===== config.mk =====
export PLATFORM = sky130hd
export DESIGN_NAME = rr_mux_scheduler
export DESIGN_NICKNAME = d
export VERILOG_FILES = /design/src/rtl/rr_mux_scheduler.sv
export SDC_FILE = /design/constraint.sdc
export NUM_CORES = 1
export LEC_CHECK = 0
export CORE_AREA = 8 8 45 47
export CTS_BUF_LIST = sky130_fd_sc_hd__clkbuf_8
export DETAILED_ROUTE_END_ITERATION = 12
export DIE_AREA = 0 0 53 55
export HOLD_SLACK_MARGIN = 0.12
export PLACE_DENSITY = 0.74
export SLEW_MARGIN = 5
export SYNTH_ARGS = -nofsm -noshare
export SYNTH_HDL_FRONTEND = slang
export SYNTH_SLANG_ARGS = --single-unit

===== constraint.sdc =====
create_clock -name clk -period 2.7 [get_ports clk]
set_clock_uncertainty 0.2 [all_clocks]
set_input_delay 0.54 -clock clk [delete_from_list [all_inputs] [get_ports clk]]
set_output_delay 0.54 -clock clk [all_outputs]
set_load 0.05 [all_outputs]

===== src/rtl/rr_mux_scheduler.sv =====
// Round-robin scheduler in front of a shared N:1 selector datapath.
// One requester is granted per capture. Its data and index are held in a
// one-entry output register that is drained with a valid/ready handshake.
// A capture can overlap a transfer, so the block sustains one word per cycle.
module rr_mux_scheduler #(
    parameter int NUM_REQ  = 4,
    parameter int SEL_LEN  = 2,
    parameter int DATA_LEN = 2
) (
    input  logic                         clk,
    input  logic                         rst,
    input  logic [NUM_REQ-1:0]           req,
    input  logic [NUM_REQ*DATA_LEN-1:0]  req_data,
    output logic [NUM_REQ-1:0]           gnt,
    output logic                         out_valid,
    input  logic                         out_ready,
    output logic [DATA_LEN-1:0]          out_data,
    output logic [SEL_LEN-1:0]           out_sel,
    output logic                         busy
);

    typedef enum logic {
        IDLE = 1'b0,
        HOLD = 1'b1
    } state_t;

    state_t              state, state_nxt;
    logic [SEL_LEN-1:0]  ptr;
    logic [SEL_LEN-1:0]  win_idx;
    logic [SEL_LEN-1:0]  scan_idx;
    logic                win_found;
    logic                cap;

    // Rotating priority scan: the first set request at or after ptr wins.
    // The index wraps for free because NUM_REQ is a power of two.
    always_comb begin
        win_found = 1'b0;
        win_idx   = '0;
        scan_idx  = '0;
        for (int k = 0; k < NUM_REQ; k++) begin
            scan_idx = ptr + SEL_LEN'(k);
            if (!win_found && req[scan_idx]) begin
                win_found = 1'b1;
                win_idx   = scan_idx;
            end
        end
    end

    // Next state and grant. The register can be refilled when it is empty
    // or being drained. The grant is suppressed while reset is asserted.
    always_comb begin
        cap       = (state == IDLE) || out_ready;
        state_nxt = state;
        gnt       = '0;
        if (!rst && cap) begin
            if (win_found) begin
                gnt[win_idx] = 1'b1;
                state_nxt    = HOLD;
            end else begin
                state_nxt    = IDLE;
            end
        end
    end

    // State register.
    always_ff @(posedge clk) begin
        if (rst) begin
            state <= IDLE;
        end else begin
            state <= state_nxt;
        end
    end

    // Output word, mux key and priority pointer. All update only on a
    // successful capture. The winner gets the lowest priority next time.
    always_ff @(posedge clk) begin
        if (rst) begin
            ptr      <= '0;
            out_data <= '0;
            out_sel  <= '0;
        end else if (cap && win_found) begin
            out_data <= req_data[win_idx*DATA_LEN +: DATA_LEN];
            out_sel  <= win_idx;
            ptr      <= win_idx + 1'b1;
        end
    end

    assign out_valid = (state == HOLD);
    assign busy      = out_valid;

endmodule

# Word-level counts from Yosys, hierarchy flattened
# Index checks and enable logic that the tools add are counted.
dict set report totals {
  inputBits 15
  output_inout_bits 10
  elab_cells 48
  regBits 7
}
dict set report op_classes {
  bitwise_logic 1
  magnitude_cmp 6
  n_reduce_logical 11
  muxes 21
  add_sub_neg 4
  shifts 1
}
# operator count
set ops {}
lappend ops {{$lt 2x3->1 const B} 5}
lappend ops {{$mux 1} 10}
lappend ops {{$bmux 1 s2} 4}
lappend ops {{$mux 2} 4}
lappend ops {{$mux 4} 2}
lappend ops {{$shiftx 8x4->2} 1}
lappend ops {{$logic_and 1x1->1} 6}
lappend ops {{$add 2x1->2 const B} 2}
lappend ops {{$add 2x2->2 const B} 2}
lappend ops {{$logic_not 1->1} 4}
lappend ops {{$demux 1 s2} 1}
lappend ops {{$ge 2x1->1 const B} 1}
lappend ops {{$logic_or 1x1->1} 1}
lappend ops {{$not 1->1} 1}

# Depth between registers and ports, before layout
# Gate-level depths: netlist of run 1.
dict set report logic_depth {
  ltp_word 18
  mapped_depth 6
}

# Worst setup path before layout of run 1
# OpenSTA, ideal clock, no wires.
dict set report synth_timing {
  kind {input-to-output}
  start {input req[2]}
  end {output gnt[0]}
  path_buffers 1
  stages 5
  arrival_time_ps 2704
  setup_slack_ps -744
  cell_sequence {inv_1 > o32a_1 > and2_4 > buf_8 > nor4_1}
}
dict set report synth_between {
  elab_chain_len 18
}
# element line_no
set synth_lines {}
lappend synth_lines {{start: declaration} 12} ;# input logic [NUM_REQ-1:0] req,
lappend synth_lines {{$bmux 1 s2} 42} ;# if (!win_found && req[scan_idx]) begin
lappend synth_lines {{$mux 1 (not written as such)} 42}
lappend synth_lines {{$mux 1} 42}
lappend synth_lines {{$logic_not 1->1} 42}
lappend synth_lines {{$logic_and 1x1->1} 42}
lappend synth_lines {{$mux 1} 42}
lappend synth_lines {{$logic_not 1->1} 42}
lappend synth_lines {{$logic_and 1x1->1} 42}
lappend synth_lines {{[... 2 more ...]} -}
lappend synth_lines {{$logic_and 1x1->1} 42}
lappend synth_lines {{$mux 2} 42}
lappend synth_lines {{$lt 2x3->1 (not written as such) or $ge 2x1->1 (tied branches)} 57} ;# gnt[win_idx] = 1'b1;
lappend synth_lines {{$logic_and 1x1->1 (not written as such)} 57}
lappend synth_lines {{$mux 1 (not written as such)} 57}
lappend synth_lines {{$demux 1 s2} 57}
lappend synth_lines {{$mux 4 *} 56} ;# if (win_found) begin
lappend synth_lines {{$mux 4 *} 55} ;# if (!rst && cap) begin
lappend synth_lines {{end: declaration} 14} ;# output logic [NUM_REQ-1:0] gnt,
# Mark *: on every way between the ends. The rest lies on a longest branch, timed or not. The select of a mux whose other input is x is not followed.

# Worst setup path in the final report of run 1
dict set report layout_timing {
  start {input req[1]}
  end {output gnt[2]}
}
# Same word-level chain as after synthesis.

==> qor.json, run 1 <==
{
  "aggregate_global_route_resource_usage": {"value": 11.0, "unit": "%"},
  "top_level_ports": {"value": 25},
  "peak_vdd_ir": {"value": 461, "unit": "uV"},
  "placeableCoreArea": {"value": 1380, "unit": "um2"},
  "leakagePower": {"value": 0.417, "unit": "nW"},
  "cts.clk_slew.worst_paths": {"value": 40, "unit": "ps"},
  "wl_per_cell": {"value": 13.3, "unit": "um"},
  "antennaDiodeCount": {"value": 0},
  "finalMaxSlewViolations": {"value": 0},
  "pwr-share-seq": {"value": 24.6, "unit": "%"},
  "yosys.area.top_type_share": {"value": 29.2, "unit": "%"},
  "fillerInstances": {"value": 107},
  "pwr_density_cell": {"value": 544, "unit": "nW/um2"},
  "comb_power_share": {"value": 46.7, "unit": "%"},
  "cpLargestDelayFamily": {"value": "compound AO/OA/AOI/OAI gates"},
  "detail_route.iter0.violations": {"value": 6},
  "path_class": {"value": "primary input to output pin"},
  "final_core_util": {"value": 68.8, "unit": "%"},
  "report.final.hold_viol_count": {"value": 0},
  "die_area": {"value": 2920, "unit": "um2"},
  "globalRoute.totalOverflow": {"value": 0},
  "die_width": {"value": 53, "unit": "um"},
  "holdWs": {"value": 252, "unit": "ps"},
  "cts_sinks": {"value": 7},
  "cp_max_fo": {"value": 5},
  "wirelength": {"value": 1510, "unit": "um"},
  "max_cap_viol_count": {"value": 0},
  "crit_end": {"value": "gnt[2]"},
  "cell_accounting_for_the_most_synthesized_area": {"value": "dfxtp_1"},
  "buffering_stage_count_on_the_worst_path_with_inverters_included": {"value": 2},
  "cell_breakdown_of_the_critical_path": {"value": "dlygate4sd2_1 > a21o_1 > a21oi_1 > o22ai_2 > nor4_4 > buf_12"},
  "clockPowerShare": {"value": 28.6, "unit": "%"},
  "cts_made_buffers": {"value": 3},
  "worst_ep_arrival_time": {"value": 1870, "unit": "ps"},
  "antenna_found_initial": {"value": 0},
  "ff2ff_setup_slack": {"value": 580, "unit": "ps"},
  "cts_max_level": {"value": 1},
  "drive_above_1_share": {"value": 34.0, "unit": "%"},
  "endpoint_of_the_lowest_slack_register_to_register_path": {"value": "out_data[0]$_SDFFE_PP0P_"},
  "pre_repair_dr_iteration_count": {"value": 4},
  "syn_area_cell": {"value": 8.71, "unit": "um2"},
  "vias_per_cell": {"value": 4.97},
  "switching_share_of_total_power": {"value": 35.9, "unit": "%"},
  "post_synth_xor_area_fraction": {"value": 1.83, "unit": "%"},
  "critPathLaunchType": {"value": "primary input"},
  "post_synth_and_or_nand_nor_area_fraction": {"value": 16.2, "unit": "%"},
  "tightest_slew": {"value": 502, "unit": "ps"},
  "cts.path.max_buffers": {"value": 2},
  "critical_path_end_type": {"value": "output pin"},
  "initial_core_util": {"value": 34.6, "unit": "%"},
  "grt_max_degree": {"value": 9},
  "cts_hold_repair.buffers": {"value": 0},
  "port_buffers": {"value": 24},
  "muxShareOfSynthArea": {"value": 6.53, "unit": "%"},
  "vias": {"value": 562},
  "via_count_of_the_first_global_routing_pass": {"value": 582},
  "yosysWarningCount": {"value": 0},
  "syn_to_final_growth": {"value": 98.7, "unit": "%"},
  "finalSetupViolations": {"value": 0},
  "switchingPower": {"value": 186, "unit": "uW"},
  "finalCritPeriodShare": {"value": 96.8, "unit": "%"},
  "finalWorstPathRequiredPeriod": {"value": 2610, "unit": "ps"},
  "synth_cells": {"value": 55},
  "fmax": {"value": 383, "unit": "MHz"},
  "clk-insertion-delay-late": {"value": 230, "unit": "ps"},
  "synthDistinctLibCells": {"value": 25},
  "required": {"value": 1960, "unit": "ps"},
  "status": {"value": "finished, final reports clean"},
  "cell_depth_of_the_worst_setup_path": {"value": 6},
  "synth.cell_area": {"value": 479, "unit": "um2"},
  "cp_slowest_cell": {"value": "nor4_4"},
  "gp_routability_congestion": {"value": 0.785},
  "hold_path_depth": {"value": 2},
  "seq_area_frac_synth": {"value": 29.2, "unit": "%"},
  "vert_die_dim": {"value": 55, "unit": "um"},
  "slew_headroom": {"value": 66.4, "unit": "%"},
  "startpoint": {"value": "req[1]"},
  "synthesized_area_fraction_occupied_by_adder_cells": {"value": 0, "unit": "%"},
  "grt_first_pass_wirelength": {"value": 2360, "unit": "um"},
  "finish.net_count": {"value": 113},
  "worst_path_largest_cell_delay": {"value": 330, "unit": "ps"},
  "netlist_top_cells_area": {"value": "dfxtp_1, a21oi_1, a2111oi_4"},
  "place.detailed.hpwl": {"value": 1130, "unit": "um"},
  "post-route-drc-count": {"value": 0},
  "p_int": {"value": 332, "unit": "uW"},
  "ant_nets": {"value": 0},
  "r2r_start": {"value": "ptr[1]$_SDFFE_PP0P_"},
  "syn_nets": {"value": 70},
  "hold_class": {"value": "flop to flop"},
  "root_buffer": {"value": "clkbuf_8"},
  "grt_setup_unrepaired": {"value": "false"},
  "ys_seq_elements": {"value": 7},
  "reg2regPathDepth": {"value": 7},
  "cts_tree": {"value": "done"},
  "count_of_standard_cell_rows": {"value": 14},
  "largest_family_of_logic_cells_by_synthesized_area": {"value": "compound AO/OA/AOI/OAI gates"},
  "synth_compound_gate_area_share": {"value": 38.4, "unit": "%"}
}
tightest hold or removal path, stage by stage, from the launching register on:
cell and delay (ps):
dfxtp_1 300, nand2_1 50, a21oi_1 50
cells in the final DEF, fill, tap and decap left out:
cell type	Yosys	layout
buf_4	1	19
clkdlybuf4s50_1	0	16
dfxtp_1	7	7
a21oi_1	6	6
nand2_1	6	6
inv_1	3	4
nor2_1	4	4
nor4_4	0	3
clkbuf_8	0	3
dlygate4sd2_1	0	3
a21o_1	2	2
and3_1	2	2
mux2i_1	2	2
o21bai_1	2	2
a21boi_0	2	2
a211oi_2	2	2
a211oi_1	2	2
buf_12	0	2
o22a_2	0	1
mux2_1	1	1
a21boi_1	1	1
o32a_1	1	1
and2_4	1	1
o22ai_2	0	1
a2111oi_4	1	1
xnor2_1	1	1
a2111oi_0	1	1
dlymetal6s2s_1	0	1
routing by layer:
metal  wire length [um]  share of wire (%)  vias up  track usage [%]
met1                622                 41      256             10.4
met3                 97                6.4        2             4.81
met4                 31                2.1        0             6.47
met2                754                 50       16             19.3
li1                   -                  -      288                -
met5                  0                  0        -                0
repair_timing:
item,in CTS,in global routing
setup endpoints to repair,4,4
buffers inserted,2,0
pin swaps,4,0
gates resized for setup,8,2
synthesized netlist by cell type:
cell type	instances
dfxtp_1	7
a21oi_1	6
nand2_1	6
nor2_1	4
inv_1	3
nor4_1	3
a211oi_1	2
a211oi_2	2
a21boi_0	2
a21o_1	2
and3_1	2
mux2i_1	2
o21bai_1	2
a2111oi_0	1
a2111oi_4	1
a21boi_1	1
and2_4	1
buf_4	1
buf_8	1
clkbuf_1	1
mux2_1	1
o22a_1	1
o22ai_1	1
o32a_1	1
xnor2_1	1
registers in the layout (all words and copies together) (netlist names):
signal and flops:
out_data 2, out_sel 2, ptr 2, busy 1
metrics by stage:
stage / std cells / power, mW / instance area, um2 / TNS [ps] / setup WS [ps]
4_1_cts: 113 / 0.523 / 941 / 0 / 53.5
3_3_place_gp: 107 / 0.353 / 853 / -443 / -169
5_1_grt: 113 / 0.548 / 952 / 0 / 3.21
2_1_floorplan: 55 / 0.262 / 492 / -343 / -172
3_5_place_dp: 107 / 0.355 / 853 / -405 / -158
6_report: 113 / 0.518 / 952 / 0 / 87.0
area by class of cell:
class | count | area (um2) | area share [%]
Clock buffer | 3 | 41.3 | 4.34
Timing Repair Buffer | 41 | 382 | 40.1
Multi-Input combinational cell | 42 | 354 | 37.2
Clock inverter | 1 | 3.75 | 0.394
Sequential cell | 7 | 140 | 14.7
Inverter | 3 | 11.3 | 1.18
Tap cell | 16 | 20.0 | 2.10
worst min path at each step:
| stage | from | end | slack, ps |
|---|---|---|---|
| 2_1_floorplan | ptr[0]$_SDFFE_PP0P_ | ptr[0]$_SDFFE_PP0P_ | 290 |
| 3_3_place_gp | out_sel[0]$_SDFFE_PP0P_ | out_sel[0]$_SDFFE_PP0P_ | 250 |
| 3_5_place_dp | out_sel[1]$_SDFFE_PP0P_ | out_sel[1]$_SDFFE_PP0P_ | 250 |
| 4_1_cts | out_sel[1]$_SDFFE_PP0P_ | out_sel[1]$_SDFFE_PP0P_ | 260 |
| 5_1_grt | out_sel[1]$_SDFFE_PP0P_ | out_sel[1]$_SDFFE_PP0P_ | 270 |
| 6_report | out_sel[1]$_SDFFE_PP0P_ | out_sel[1]$_SDFFE_PP0P_ | 250 |
power by group through the flow:
stage          Clock, mW  Combinational (mW)  Sequential (mW)
3_5_place_dp           0               0.226            0.129
2_1_floorplan          0               0.106            0.156
3_3_place_gp           0               0.224            0.129
4_1_cts            0.153               0.242            0.128
5_1_grt            0.161               0.258            0.129
6_report           0.148               0.242            0.128
kinds of logic after synthesis:
logic type                Yosys count
AOI/OAI and AO/OA                  22
and+or+nand+nor                    16
DFF                                 7
buffers and inverters               6
muxes                               3
xor gates and xnor gates            1
Power figures use the tool's default switching activity.
==> inputs of run 2 (changes only) <==
PLACE_DENSITY = 0.81   (was 0.74)
clock period = 3.1 ns   (was 2.7 ns; I/O delays follow)
==> run 2 against run 1 <==
Compared with the run above:
- hold slack barely moved
- critical path depth is 1 higher
- global-route usage down 0.82 points
- cell count shrank 9.7%
==> qor.json, run 2 (same netlist as run 1, synthesis figures left out) <==
{
  "min-delay-start": {"value": "out_sel[1]$_SDFFE_PP0P_"},
  "ff2ff_setup_slack": {"value": 1190, "unit": "ps"},
  "ant_nets": {"value": 0},
  "antenna_found_initial": {"value": 0},
  "peak_vdd_ir": {"value": 339, "unit": "uV"},
  "cts.path.max_buffers": {"value": 2},
  "hold_class": {"value": "flop to flop"},
  "placed_cell_area": {"value": 786, "unit": "um2"},
  "hold_path_depth": {"value": 2},
  "via_count_of_the_first_global_routing_pass": {"value": 512},
  "die_width": {"value": 53, "unit": "um"},
  "aggregate_global_route_resource_usage": {"value": 10.1, "unit": "%"},
  "place.detailed.hpwl": {"value": 1160, "unit": "um"},
  "report.final.hold_viol_count": {"value": 0},
  "finalCritPeriodShare": {"value": 99.2, "unit": "%"},
  "vias": {"value": 533},
  "slew_headroom": {"value": 57.8, "unit": "%"},
  "post-route-drc-count": {"value": 0},
  "fmax": {"value": 325, "unit": "MHz"},
  "cp_max_fo": {"value": 7},
  "vert_die_dim": {"value": 55, "unit": "um"},
  "required": {"value": 2280, "unit": "ps"},
  "clk-insertion-delay-late": {"value": 230, "unit": "ps"},
  "grt_setup_unrepaired": {"value": "true"},
  "post-route-cell-area": {"value": 832, "unit": "um2"},
  "cts_tree": {"value": "done"},
  "gp_routability_congestion": {"value": 0.793},
  "min_delay_worst_endpoint": {"value": "out_sel[1]$_SDFFE_PP0P_"},
  "r2r_start": {"value": "ptr[1]$_SDFFE_PP0P_"},
  "tightest_slew": {"value": 633, "unit": "ps"},
  "die_area": {"value": 2920, "unit": "um2"},
  "finalMaxSlewViolations": {"value": 0},
  "cts_made_buffers": {"value": 3},
  "holdWs": {"value": 253, "unit": "ps"},
  "wl_per_cell": {"value": 13.6, "unit": "um"},
  "finish.net_count": {"value": 102},
  "grt_max_degree": {"value": 11},
  "fillerInstances": {"value": 125},
  "critical_path_end_type": {"value": "output pin"},
  "root_buffer": {"value": "clkbuf_8"},
  "placeableCoreArea": {"value": 1380, "unit": "um2"},
  "post-place-cells": {"value": 98},
  "layout_commonest_cell": {"value": "clkdlybuf4s50_1"},
  "max_cap_viol_count": {"value": 0},
  "cts_max_level": {"value": 1},
  "layout.cells.most_common_list": {"value": "clkdlybuf4s50_1, dfxtp_1, buf_4"},
  "reg2regPathDepth": {"value": 5},
  "path_class": {"value": "primary input to output pin"},
  "postCtsSetupRepairBufs": {"value": 0},
  "biggestRegsByFlops": {"value": "out_data (2), out_sel (2), ptr (2)"},
  "grt_first_pass_wirelength": {"value": 2170, "unit": "um"},
  "vias_per_cell": {"value": 5.23},
  "worst_ep_arrival_time": {"value": 2250, "unit": "ps"},
  "initial_core_util": {"value": 34.6, "unit": "%"},
  "port_buffers": {"value": 24},
  "cts_sinks": {"value": 7},
  "detail_route.iter0.violations": {"value": 6},
  "syn_to_final_growth": {"value": 73.6, "unit": "%"},
  "leakagePower": {"value": 0.345, "unit": "nW"},
  "pre_repair_dr_iteration_count": {"value": 4},
  "count_of_standard_cell_rows": {"value": 14},
  "status": {"value": "finished, final reports clean"},
  "cts.clk_slew.worst_paths": {"value": 40, "unit": "ps"},
  "antennaDiodeCount": {"value": 0},
  "endpoint_of_the_lowest_slack_register_to_register_path": {"value": "out_data[0]$_SDFFE_PP0P_"},
  "final_instance_count_excl_fillers": {"value": 102},
  "critPathLaunchType": {"value": "primary input"},
  "pwr_density_cell": {"value": 499, "unit": "nW/um2"},
  "top_level_ports": {"value": 25},
  "globalRoute.totalOverflow": {"value": 0},
  "wirelength": {"value": 1390, "unit": "um"},
  "total_power": {"value": 415, "unit": "uW"},
  "finalSetupViolations": {"value": 0},
  "drive_above_1_share": {"value": 20.9, "unit": "%"},
  "finalWorstPathRequiredPeriod": {"value": 3070, "unit": "ps"}
}
## run 2: changes by cell type in the layout (fill, tap and decap cells not counted), sizes merged
cell / delta
clkinv: +1
buf: -11
dlymetal6s2s: -1
dlygate4sd2: -3
clkdlybuf4s50: +4
inv: -1
## run 2: final cells by class
class	instances	area [um2]	area share, %
timing repair buffer	30	313	37.6
sequential	7	140	16.8
clock inverter	1	5.00	0.602
tap	16	20.0	2.41
multi-input combinational	42	302	36.2
clock buffer	3	41.3	4.96
inverter	3	11.3	1.35
## run 2: worst max-delay path: stages
cell and delay [ps]:
clkdlybuf4s50_1 500, inv_1 60, o32a_1 350, and2_4 190, nor4_1 240, buf_4 170, buf_12 120
## run 2: timing repair
| action | in CTS | in global routing |
|---|---|---|
| resized for setup | 0 | 0 |
| hold endpoints to repair | 0 | 0 |
| hold buffers | 0 | 0 |
| endpoints found under the setup margin | 0 | 4 |
## run 2: worst max path at each step
stage | start | endpoint | slack, ps | cells after the start
after CTS | req[2] | gnt[2] | 40 | 7
after global placement | req[2] | gnt[0] | 30 | 7
final | req[2] | gnt[2] | 30 | 7
after global routing | req[1] | gnt[3] | -40 | 6
after detailed placement | req[2] | gnt[2] | 50 | 7
after floorplan | req[2] | gnt[0] | -500 | 5
## run 2: power by group
| part | leakage [nW] | internal [mW] | switching, mW | total (mW) |
|---|---|---|---|---|
| Clock | 0.0255 | 0.0869 | 0.0393 | 0.126 |
| Sequential | 0.0583 | 0.102 | 0.00949 | 0.111 |
| Combinational | 0.261 | 0.0819 | 0.0962 | 0.178 |
## run 2: per-stage QoR
| step | setup WS (ps) | setup TNS (ps) | utilization (%) |
|---|---|---|---|
| floorplan | -504 | -1010 | - |
| global placement | 32.4 | 0 | 56.8 |
| detailed placement | 45.9 | 0 | 56.8 |
| CTS | 35.8 | 0 | 60.1 |
| global route | -43.8 | -115 | 60.1 |
| finish | 25.0 | 0 | 60.1 |
## run 2: layer usage
metal	vias up	part of all wire, %	GRT usage (%)
li1	272	-	-
met4	0	1.8	6.47
met3	4	10	5.88
met2	18	48	16.6
met5	-	0	0
met1	239	39	9.65
